## config.mk

```make
export PLATFORM = sky130hd
export DESIGN_NAME = mips_dbg_sequencer
export DESIGN_NICKNAME = d
export VERILOG_FILES = /design/src/rtl/mips_dbg_sequencer.sv
export SDC_FILE = /design/constraint.sdc
export NUM_CORES = 1
export LEC_CHECK = 0
export CORE_UTILIZATION = 45
export CTS_BUF_LIST = sky130_fd_sc_hd__clkbuf_4 sky130_fd_sc_hd__clkbuf_8
export CTS_CLUSTER_SIZE = 20
export DETAILED_ROUTE_END_ITERATION = 12
export PLACE_DENSITY = 0.81
export SYNTH_ARGS = -nofsm -noshare
export SYNTH_HDL_FRONTEND = slang
export SYNTH_SLANG_ARGS = --single-unit
```

## constraint.sdc

```tcl
create_clock -name clk -period 6.2 [get_ports clk]
set_clock_uncertainty 0.1 [all_clocks]
set_input_delay 1.24 -clock clk [delete_from_list [all_inputs] [get_ports clk]]
set_output_delay 1.24 -clock clk [all_outputs]
set_load 0.01 [all_outputs]
```

## src/rtl/mips_dbg_sequencer.sv

```systemverilog
// UART-driven debug sequencer for the MIPS core: decodes R/S/D/X commands,
// gates the pipeline, pulses the aux reset and streams status plus a dump.
module mips_dbg_sequencer #(
   parameter int N_WORDS   = 8,
   parameter int DBIT      = 8,
   parameter int RUN_LIMIT = 1048576
) (
   input  logic                   clk,
   input  logic                   reset,
   input  logic                   rx_empty,
   input  logic [DBIT-1:0]        rx_data,
   output logic                   rd_uart,
   input  logic                   tx_full,
   output logic [DBIT-1:0]        tx_data,
   output logic                   wr_uart,
   input  logic                   pc_end,
   input  logic [32*N_WORDS-1:0]  dump_words,
   output logic                   step_ena,
   output logic                   mips_rst,
   output logic                   busy
);

   localparam int RW = $clog2(RUN_LIMIT + 1);
   localparam int BW = $clog2(4 * N_WORDS);
   localparam logic [RW-1:0] RUN_MAX = RW'(RUN_LIMIT - 1);
   localparam logic [BW-1:0] LAST_B  = BW'(4 * N_WORDS - 1);
   localparam logic [DBIT-1:0] CMD_R = DBIT'(8'h52);
   localparam logic [DBIT-1:0] CMD_S = DBIT'(8'h53);
   localparam logic [DBIT-1:0] CMD_D = DBIT'(8'h44);
   localparam logic [DBIT-1:0] CMD_X = DBIT'(8'h58);

   typedef enum logic [2:0] {
      IDLE, DECODE, RUN, STEP, CRST, LATCH, SEND_ST, SEND_DAT
   } state_t;

   state_t                r_state, w_state_nxt;
   logic [DBIT-1:0]       r_cmd, w_cmd;
   logic [RW-1:0]         r_run_cnt, w_run_cnt;
   logic                  r_rst_cnt, w_rst_cnt;
   logic [BW-1:0]         r_byte_cnt, w_byte_cnt;
   logic [32*N_WORDS-1:0] r_shadow, w_shadow;
   logic                  r_st_err, w_st_err;
   logic                  r_st_tmo, w_st_tmo;
   logic                  r_st_end, w_st_end;
   logic                  r_rd, w_rd;
   logic                  r_wr, w_wr;
   logic [DBIT-1:0]       r_tx, w_tx;
   logic                  r_step, w_step;
   logic                  r_mrst, w_mrst;
   logic                  r_busy, w_busy;
   logic [7:0]            w_byte;

   assign rd_uart  = r_rd;
   assign wr_uart  = r_wr;
   assign tx_data  = r_tx;
   assign step_ena = r_step;
   assign mips_rst = r_mrst;
   assign busy     = r_busy;

   assign w_byte = r_shadow[{r_byte_cnt, 3'b000} +: 8];

   always_comb begin
      w_state_nxt = r_state;
      w_cmd       = r_cmd;
      w_run_cnt   = r_run_cnt;
      w_rst_cnt   = r_rst_cnt;
      w_byte_cnt  = r_byte_cnt;
      w_shadow    = r_shadow;
      w_st_err    = r_st_err;
      w_st_tmo    = r_st_tmo;
      w_st_end    = r_st_end;
      w_tx        = r_tx;
      w_rd        = 1'b0;
      w_wr        = 1'b0;
      w_step      = 1'b0;
      w_mrst      = 1'b0;
      unique case (r_state)
         IDLE: begin
            if (!rx_empty) begin
               w_rd        = 1'b1;
               w_cmd       = rx_data;
               w_state_nxt = DECODE;
            end
         end
         DECODE: begin
            if (r_cmd == CMD_R) begin
               if (pc_end) begin
                  w_state_nxt = LATCH;
               end else begin
                  w_run_cnt   = '0;
                  w_step      = 1'b1;
                  w_state_nxt = RUN;
               end
            end else if (r_cmd == CMD_S) begin
               w_step      = 1'b1;
               w_state_nxt = STEP;
            end else if (r_cmd == CMD_D) begin
               w_state_nxt = LATCH;
            end else if (r_cmd == CMD_X) begin
               w_mrst      = 1'b1;
               w_rst_cnt   = 1'b0;
               w_state_nxt = CRST;
            end else begin
               w_st_err    = 1'b1;
               w_state_nxt = SEND_ST;
            end
         end
         RUN: begin
            w_run_cnt = r_run_cnt + 1'b1;
            // pc_end wins over the timeout when both land together
            if (pc_end) begin
               w_state_nxt = LATCH;
            end else if (r_run_cnt == RUN_MAX) begin
               w_st_tmo    = 1'b1;
               w_state_nxt = LATCH;
            end else begin
               w_step = 1'b1;
            end
         end
         STEP: begin
            w_state_nxt = LATCH;
         end
         CRST: begin
            w_rst_cnt = 1'b1;
            if (r_rst_cnt) w_state_nxt = SEND_ST;
            else           w_mrst      = 1'b1;
         end
         LATCH: begin
            w_shadow    = dump_words;
            w_st_end    = pc_end;
            w_byte_cnt  = '0;
            w_state_nxt = SEND_ST;
         end
         SEND_ST: begin
            if (!tx_full) begin
               w_wr     = 1'b1;
               w_tx     = DBIT'({5'b0, r_st_err, r_st_tmo, r_st_end});
               w_st_err = 1'b0;
               w_st_tmo = 1'b0;
               w_st_end = 1'b0;
               if (r_cmd == CMD_R || r_cmd == CMD_S || r_cmd == CMD_D)
                  w_state_nxt = SEND_DAT;
               else
                  w_state_nxt = IDLE;
            end
         end
         SEND_DAT: begin
            if (!tx_full) begin
               w_wr       = 1'b1;
               w_tx       = DBIT'(w_byte);
               w_byte_cnt = r_byte_cnt + 1'b1;
               if (r_byte_cnt == LAST_B) w_state_nxt = IDLE;
            end
         end
         default: w_state_nxt = IDLE;
      endcase
      w_busy = (w_state_nxt != IDLE);
   end

   always_ff @(posedge clk or negedge reset) begin
      if (!reset) begin
         r_state    <= IDLE;
         r_cmd      <= '0;
         r_run_cnt  <= '0;
         r_rst_cnt  <= 1'b0;
         r_byte_cnt <= '0;
         r_shadow   <= '0;
         r_st_err   <= 1'b0;
         r_st_tmo   <= 1'b0;
         r_st_end   <= 1'b0;
         r_rd       <= 1'b0;
         r_wr       <= 1'b0;
         r_tx       <= '0;
         r_step     <= 1'b0;
         r_mrst     <= 1'b0;
         r_busy     <= 1'b0;
      end else begin
         r_state    <= w_state_nxt;
         r_cmd      <= w_cmd;
         r_run_cnt  <= w_run_cnt;
         r_rst_cnt  <= w_rst_cnt;
         r_byte_cnt <= w_byte_cnt;
         r_shadow   <= w_shadow;
         r_st_err   <= w_st_err;
         r_st_tmo   <= w_st_tmo;
         r_st_end   <= w_st_end;
         r_rd       <= w_rd;
         r_wr       <= w_wr;
         r_tx       <= w_tx;
         r_step     <= w_step;
         r_mrst     <= w_mrst;
         r_busy     <= w_busy;
      end
   end

endmodule

```

==> results of run 1 <==
## cell usage after synthesis (8+ instances only)
cell,number,area [um2]
clkbuf_1,50,188
nor2b_1,10,62.6
a21oi_1,11,55.1
a31oi_1,9,56.3
nand2_1,795,2980
inv_1,8,30.0
xor2_1,10,87.6
nor2_1,30,113
mux4_2,52,1170
dfrtp_1,310,7760
buf_2,22,110
buf_6,8,90.1
o21ai_0,18,90.1
xnor2_1,9,78.8
nor3_1,9,45.0
nand3_1,14,70.1
a22oi_1,20,150
mux2i_1,25,250
## worst paths after layout
| check | start | end | cells past startpoint |
|---|---|---|---|
| setup / recovery | r_state[0] | r_shadow[156] | 5 |
| hold / removal | r_shadow[52] | r_shadow[52] | 2 |
| setup reg to reg | r_state[0] | r_shadow[156] | 5 |
| hold reg to reg | r_shadow[52] | r_shadow[52] | 2 |
| max in group asynchronous | reset | r_shadow[154] | 2 |
| min in group asynchronous | reset | r_shadow[228] | 1 |
## per-stage QoR
stage | cell area, um2 | total power [mW] | instances | setup slack, ns | hold slack, ns
after floorplan | 14400 | 5.33 | 1529 | 3.57 | 0.340
after global placement | 17400 | 6.14 | 2132 | 2.73 | 0.353
after detailed placement | 17400 | 6.29 | 2132 | 2.64 | 0.357
after CTS | 18600 | 8.27 | 2227 | 3.14 | 0.372
after global routing | 18600 | 8.77 | 2229 | 2.79 | 0.383
final | 18600 | 8.21 | 2229 | 3.09 | 0.370
## worst max-delay path, cell delays in order (launching register included)
cell	delay (ns)
dfrtp_1	0.85
nand2_1	0.32
nor2_4	0.60
buf_4	0.83
nand2_1	0.16
nand2_1	0.10
## registers in the layout, summed over array words and instances (netlist names), 3 cells and up
register / count
r_cmd: 8
r_state: 3
r_shadow: 256
r_byte_cnt: 5
tx_data: 8
r_run_cnt: 21
## placed cells by master, fill, tap and decap left out, drive strengths merged, types with 11 or more instances in the layout
| cell type | count |
|---|---|
| clkinv | 14 |
| buf | 11 |
| mux2i | 25 |
| o21ai | 20 |
| a21oi | 11 |
| nand3 | 15 |
| nand2 | 795 |
| mux4 | 52 |
| a22oi | 20 |
| clkdlybuf4s50 | 280 |
| clkbuf | 73 |
| dfrtp | 310 |
| nor2 | 31 |
## area by class of cell
class	instances	area share, %
clock inverter	22	0.990
sequential	310	41.8
inverter	8	0.162
tap	402	2.71
clock buffer	73	5.14
timing repair buffer	291	15.8
multi-input combinational	1121	33.4
antenna	2	0.0269
## layer usage
| metal | GRT usage, % | wire length [um] | up-vias |
|---|---|---|---|
| met5 | 0 | 0 | - |
| met4 | 9.32 | 1250 | 0 |
| met3 | 4.96 | 2760 | 81 |
| met2 | 40.9 | 19400 | 465 |
| met1 | 32.4 | 16300 | 5729 |
| li1 | - | - | 5540 |
## report_power, final
group	switching (mW)	total [mW]	internal (mW)
Combinational	1.44	2.69	1.25
Sequential	0.610	3.57	2.96
Clock	0.866	1.96	1.09
Total	2.92	8.21	5.29
## cells by family after synthesis
group / count (synthesis) / share of synthesized area, %
AOI/OAI and AO/OA: 100 / 5.16
buffers and inverters: 98 / 3.38
muxes: 83 / 10.3
and+or+nand+nor: 916 / 26.0
DFF: 310 / 53.8
xor gates and xnor gates: 19 / 1.15
adders and majority gates: 3 / 0.260
==> metrics.md, run 1 <==
| Metric | Value |
|---|---|
| Status | finished, final reports clean |
| DRT iter0 DRCs | roughly 860 |
| Die Y | 181 um |
| PD cells | between 400 and 500 nW/um2 |
| TritonCTS buffer count | between 50 and 60 |
| Area taken by multi-input logic gates | 6200 um2 |
| H-tree depth | 2 |
| R2R setup slack | around 3.1 ns |
| Synth Net Count | 1,801 |
| Placer Congestion | 0.876 |
| Setup_tns | 0 ns |
| Netlist Area Pre-Place | approximately 14,000 um2 |
| Flop and latch count out of synthesis | 310 |
| Boundary pin count | approximately 280 |
| CTS Sinks | just over 300 |
| Unrepaired setup endpoints after global routing | no |
| CTS tree | yes |
| Headroom to the max-slew limit | roughly 33% |
| Fin util | 58.9% |
| Count of cell types in the netlist | 63 |
| Min cycle time layout | around 3.1 ns |
| DR DRC count | 0 |
| Share of cells above drive strength 1 | a little over 10% |
| DRT Wirelength | 39.8 mm |
| Max Fanout on Critical Path | between 90 and 100 |
| PortBufs | roughly 280 |
| Cells after Synth | around 1,500 |
| Maximum VDD drop | approximately 190 uV |
| Drt pass-1 iters | 5 |
| DRT antenna net count | 0 |
| CP startpoint kind | register |
| Overall Global Routing Usage | 24.8% |
| Avg WL per Cell | 17.8 um |
| Achievable Freq | 0.321 GHz |
| # Max-Cap Violations | 0 |
| Register area | 7760 um2 |
| Post-CTS setup buffers | 0 |
| Min-Delay Path Class | reg2reg |
| Number of global-route vias before repair | ~12,000 |
| Final Net Count | between 2,000 and 2,500 |
| Signal arrival time at the worst endpoint | 3.53 ns |
| Largest net degree at the start of global routing | 199 |
| Async SR Flop Fraction | 100% |
| Crit. End Element | register |
| CP required | about 6.6 ns |
| Fin crit share | 50.2% |
| EDFF count, synth | 0 |
| Starting Density | 45.7% |
| Die extent in x | roughly 180 um |
| Die ar. | 32,800 um2 |
| Ys Warns | 0 |
| Via density per instance | approximately 5.3 |
| Initial antenna violation count | 2 |
| Slew Limit Fails | 0 |
| Post-CTS Resized | 0 |
| Syn_area_per_cell | 9.44 um2 |
| Filler Cell Count | around 2,600 |
| First-pass GRT wire length | 63.5 mm |
| Final hold viol count | 0 |
| Most used flip-flop cell after synthesis | dfrtp_1 |
| Rows | 65 |
| Final setup violation count | 0 |
| Sequential share of the synthesized area | 53.8% |
| # hold bufs at CTS | 0 |
| Clk_lat worst skew | roughly 0.58 ns |
| Area delta synth->final | 28.7% |
| DP HPWL | 27.2 mm |
| Leakage | slightly below 9 nW |
| CTS Buffer Depth | 3 |
| CTS clk-pin slew, worst paths | 0.06 ns |
| Total global routing overflow | 0 |
| CTS root buffer | clkbuf_8 |
| CP Class | reg2reg |
| Worst slew pin tran | between 0.9 and 1 ns |
| Total number of vias | 11,815 |
| Core area | between 30,000 and 40,000 um2 |
Note: power is estimated with default switching activity, not from simulation.
==> run 2, diff against run 1 <==
- PLACE_DENSITY: 0.81 -> 0.84
- clock period: 6.2 -> 2.65 ns (I/O delays scaled with it)
==> run 2 against run 1 <==
Against the previous run:
- setup slack got worse by 2.8 ns
- global-route usage increased by 1.0 points
- cell area increased by 1.7%
- critical path depth increased by 3
- power increased by 140%
- critical path type unchanged
==> metrics.md, run 2 (synthesis results as in run 1) <==
| Metric | Value |
|---|---|
| Status | finished, final reports clean |
| CP Class | reg2reg |
| CP required | approximately 3 ns |
| CP startpoint kind | register |
| Starting Density | a little under half |
| PortBufs | between 200 and 300 |
| Initial antenna violation count | 0 |
| Drt pass-1 iters | 6 |
| Signal arrival time at the worst endpoint | 2.72 ns |
| Die ar. | ~33,000 um2 |
| Post-route cell area | between 15,000 and 20,000 um2 |
| Placer Congestion | 0.872 |
| Maximum VDD drop | between 500 and 600 uV |
| Via density per instance | around 5.4 |
| DRT Wirelength | about 42 mm |
| Die Y | 181 um |
| H-tree depth | 2 |
| Slowest-stage cell, CP | dfrtp_4 |
| TritonCTS buffer count | approximately 50 |
| Boundary pin count | between 200 and 300 |
| Antenna diodes | 0 |
| Leakage | 8.90 nW |
| DRT antenna net count | 0 |
| Cell mode on critical path | ha_1 |
| CTS tree | yes |
| Worst slew pin tran | between 0.6 and 0.7 ns |
| Clk_lat worst skew | slightly below 0.6 ns |
| CTS clk-pin slew, worst paths | ~0.06 ns |
| CTS root buffer | clkbuf_8 |
| # Max-Cap Violations | 0 |
| Die extent in x | 181 um |
| Dpl cell area | ~18,000 um2 |
| DRT iter0 DRCs | roughly 910 |
| Core area | about 32,000 um2 |
| Total global routing overflow | 0 |
| Headroom to the max-slew limit | 54.1% |
| Final setup violation count | 0 |
| First-pass GRT wire length | 65.5 mm |
| Rows | 65 |
| Largest Register | r_shadow |
| Setup_tns | 0 ns |
| Share of cells above drive strength 1 | between 10% and 20% |
| Final hold viol count | 0 |
| Min-Delay Path Class | in2reg |
| CTS Sinks | 310 |
| Max reg flops | roughly 260 |
| Final Net Count | ~2,100 |
| CTS Buffer Depth | 3 |
| DR DRC count | 0 |
| Fin crit share | roughly nine tenths |
| Largest net degree at the start of global routing | 124 |
| Unrepaired setup endpoints after global routing | no |
| Max Fanout on Critical Path | 29 |
| Total number of vias | around 12,000 |
| Total power | approximately 20 mW |
| DP HPWL | approximately 30 mm |
| Avg WL per Cell | 18.5 um |
| Area delta synth->final | 30.9% |
| Slew Limit Fails | 0 |
| Achievable Freq | roughly 0.42 GHz |
| Overall Global Routing Usage | approximately a quarter |
| Min cycle time layout | ~2.4 ns |
| CP cell instances | buf_12, ha_1, and3_1, ha_1, a21oi_1, a22oi_1, nand4_1, or3_1 |
| Post-CTS setup buffers | 0 |
| Crit. End Element | register |
| Number of global-route vias before repair | approximately 12,000 |
| CP max stage delay | 0.52 ns |
| Fin util | about three fifths |
| PD cells | 1040 nW/um2 |
| Biggest regs | r_shadow (256), r_run_cnt (21) |
| Commonest non-fill, non-tap cells in the layout | nand2_1, dfrtp_1, clkdlybuf4s50_1, clkbuf_8, mux4_2 |
| Commonest non-fill, non-tap cell in the layout | nand2_1 |
## run 2: critical path, delay by kind of cell (launching register included)
kind	cells	cell delay [ns]
compound gates	2	0.30
fa+ha+maj	2	0.38
buf+inv	1	0.26
flops	1	0.52
simple gates	3	0.68
## run 2: metal layers
layer	part of all wire, %	up-vias	global-route usage [%]
met5	0	-	0
met3	7.8	107	5.46
met2	48	503	42.4
met4	3.7	0	10.7
li1	-	5587	-
met1	41	5914	33.3
## run 2: area by class of cell
cell class	instances	area, um2
Clock buffer	82	1030
Clock inverter	9	106
Timing Repair Buffer	320	3250
Multi-Input combinational cell	1121	6200
Inverter	8	30.0
Fill cell	2555	12700
Sequential cell	310	7760
Tap cell	402	503
## run 2: what timing repair did
item	4_1_cts	5_1_grt
endpoints found under the hold margin	51	0
gates resized for setup	0	0
hold buffers	1	0
## run 2: report_power, final
group	internal [mW]	switching, mW
Combinational	3.08	3.48
Clock	2.66	1.95
Sequential	6.93	1.47
Total	12.7	6.89
## run 2: path summary, 6_finish.rpt
path	cells after the start	slack, ns	endpoint	start
min reg2reg	2	0.37	r_shadow[94]	r_shadow[94]
min	3	0.37	r_shadow[115]	dump_words[115]
max	8	0.27	busy	r_byte_cnt[0]
min in group asynchronous	2	0.40	r_shadow[248]	reset
max reg2reg	8	0.27	busy	r_byte_cnt[0]
max in group asynchronous	3	1.15	r_shadow[185]	reset
## run 2: metrics by stage
step,instances,setup WS (ns),hold slack (ns)
after floorplan,1529,0.524,0.134
after global placement,2160,0.236,0.353
after detailed placement,2160,0.192,0.357
after CTS,2252,0.268,0.344
after global routing,2252,0.167,0.368
final,2252,0.272,0.366
==> run 3, diff against run 2 <==
- CORE_MARGIN: not set -> 2
- SKIP_LAST_GASP: not set -> 1
==> run 3 against run 2 <==
Against the previous run:
- first-iteration DRC count shrank 3.1%
- wire length decreased by 0.72%
- maximum frequency up 1.9%
- hold slack better by 0.0035 ns
- cell area increased by 0.17%
- core utilization up 0.099 points
- register-to-register slack improved by 0.04 ns
- via count is 0.40% lower
- critical endpoint is now tx_data[6]
- largest cell class unchanged
- largest power group unchanged
- highest routed layer unchanged
==> metrics.md, run 3 (synthesis results as in run 1) <==
| Metric | Value |
|---|---|
| Commonest non-fill, non-tap cells in the layout | nand2_1, dfrtp_1, clkdlybuf4s50_1, clkbuf_8, mux4_2 |
| Share of cells above drive strength 1 | between 10 and 15% |
| Critical Path Start | r_byte_cnt[0] |
| Largest net degree at the start of global routing | between 70 and 80 |
| Fin crit share | around nine tenths |
| Initial antenna violation count | 0 |
| Min cycle time layout | roughly 2.3 ns |
| Met1 WL | 17.3 mm |
| PD cells | 1030 nW/um2 |
| Register area | between 7000 and 8000 um2 |
| Post-Place Worst Slack | roughly 0.0011 ns |
| Final Net Count | about 2,100 |
| Overall Global Routing Usage | 24.9% |
| Boundary pin count | ~280 |
| DR DRC count | 0 |
| Final setup violation count | 0 |
| Area delta synth->final | 31.1% |
| CP max stage delay | about 0.56 ns |
| Reg2Reg Launch Point | r_byte_cnt[0] |
| DP HPWL | 30.5 mm |
| Via density per instance | around 5.4 |
| # hold bufs at CTS | 1 |
| Hold slack | about 0.37 ns |
| Area taken by multi-input logic gates | ~6200 um2 |
| Top Layer Used | met4 |
| Drt pass-1 iters | 5 |
| Max reg flops | around 260 |
| Max Fanout on Critical Path | 11 |
| Placer Congestion | slightly above 0.9 |
| Commonest non-fill, non-tap cell in the layout | nand2_1 |
| CP cell instances | buf_4, mux4_2, o21ai_0, a31oi_1, a211o_1 |
| Slowest-stage cell, CP | dfrtp_4 |
| Post-CTS Resized | 0 |
| Filler Cell Count | ~2,500 |
| CP required | between 2 and 3 ns |
| CTS Sinks | 310 |
| DRT iter0 DRCs | just under 900 |
| Setup_tns | 0 ns |
| Starting Density | between 40% and 50% |
| Number of global-route vias before repair | around 12,000 |
| CP Class | reg2reg |
| Die ar. | between 30,000 and 40,000 um2 |
| Biggest regs | r_shadow (256), r_run_cnt (21) |
| Avg WL per Cell | 18.4 um |
| PortBufs | between 200 and 300 |
| Maximum VDD drop | slightly below 500 uV |
| Final setup margin | between 0.3 and 0.4 ns |
| TritonCTS buffer count | 51 |
| Headroom to the max-slew limit | 49.0% |
| Crit. End Element | register |
| Achievable Freq | between 0.4 and 0.5 GHz |
| Slew Limit Fails | 0 |
| Core area | between 30,000 and 40,000 um2 |
| CTS clk-pin slew, worst paths | about 0.05 ns |
| DRT antenna net count | 0 |
| DRT Wirelength | ~41 mm |
| Final hold viol count | 0 |
| Total global routing overflow | 0 |
| Signal arrival time at the worst endpoint | 2.66 ns |
| Routed met2 length | a little under 20 mm |
| Rows | 65 |
| Total number of vias | ~12,000 |
| # Max-Cap Violations | 0 |
| Clk_lat worst skew | ~0.56 ns |
| H-tree depth | 2 |
| Met3 WL | about 2.7 mm |
| Min-Delay Path Class | reg2reg |
| CTS root buffer | clkbuf_8 |
| CTS tree | yes |
| Leakage | 8.91 nW |
| Worst slew pin tran | ~0.76 ns |
| Status | finished, final reports clean |
| Die Y | between 150 and 200 um |
| CP startpoint kind | register |
| Post-CTS setup buffers | 0 |
| Die extent in x | between 150 and 200 um |
| Buf/Inv on CP | 1 |
| First-pass GRT wire length | 65.1 mm |
| CP delay by family, top | compound AO/OA/AOI/OAI gates |
| Largest Register | r_shadow |
| CTS Buffer Depth | 3 |
| Unrepaired setup endpoints after global routing | no |
| Hold Path Origin | r_shadow[76] |
## run 3: changes by cell type in the layout (fill, tap and decap cells not counted)
cell | before | now
clkbuf_4 | 15 | 16
buf_12 | 11 | 13
clkbuf_8 | 67 | 64
clkinv_2 | 6 | 3
diode_2 | 0 | 1
clkinvlp_4 | 0 | 1
bufinv_16 | 2 | 3
## run 3: path summary, 6_finish.rpt
check | end | cells past startpoint | slack, ns
max | tx_data[6] | 5 | 0.32
min | r_shadow[76] | 2 | 0.37
max reg2reg | tx_data[6] | 5 | 0.32
min reg2reg | r_shadow[76] | 2 | 0.37
max in group asynchronous | r_shadow[62] | 3 | 1.18
min in group asynchronous | r_shadow[255] | 2 | 0.43
## run 3: layout make-up
type,instances,area share (%)
diodes,1,0.0132
clock buffers,80,5.29
clock inverters,8,0.681
inverters,8,0.159
multi-input cells,1121,32.8
flip-flops and latches,310,41.0
well taps,402,2.66
repair buffers,322,17.4
## run 3: metal layers
metal  vias to the layer above  track usage, %
li1                       5592               -
met1                      5929            33.5
met2                       449            40.6
met3                        93            4.47
met4                         0            9.76
met5                         -               0
## run 3: worst reg2reg max path, stage by stage (launching register included)
cell and delay [ns]:
dfrtp_4 0.56, buf_4 0.29, mux4_2 0.54, o21ai_0 0.33, a31oi_1 0.15, a211o_1 0.25
## run 3: report_power, final
| group | internal [mW] | switching, mW | total [mW] |
|---|---|---|---|
| Clock | 2.68 | 1.87 | 4.56 |
| Combinational | 3.10 | 3.52 | 6.62 |
| Sequential | 6.93 | 1.43 | 8.37 |
| Total | 12.7 | 6.83 | 19.6 |
## run 3: through the flow
| step | cell area (um2) | utilization (%) | power (mW) | cells |
|---|---|---|---|---|
| after floorplan | 14400 | - | 12.5 | 1529 |
| after global placement | 17800 | 56.3 | 14.6 | 2162 |
| after detailed placement | 17800 | 56.3 | 15.0 | 2162 |
| after CTS | 18900 | 60.0 | 19.6 | 2251 |
| final | 18900 | 60.0 | 19.6 | 2252 |
| after global routing | 18900 | 60.0 | 20.8 | 2251 |
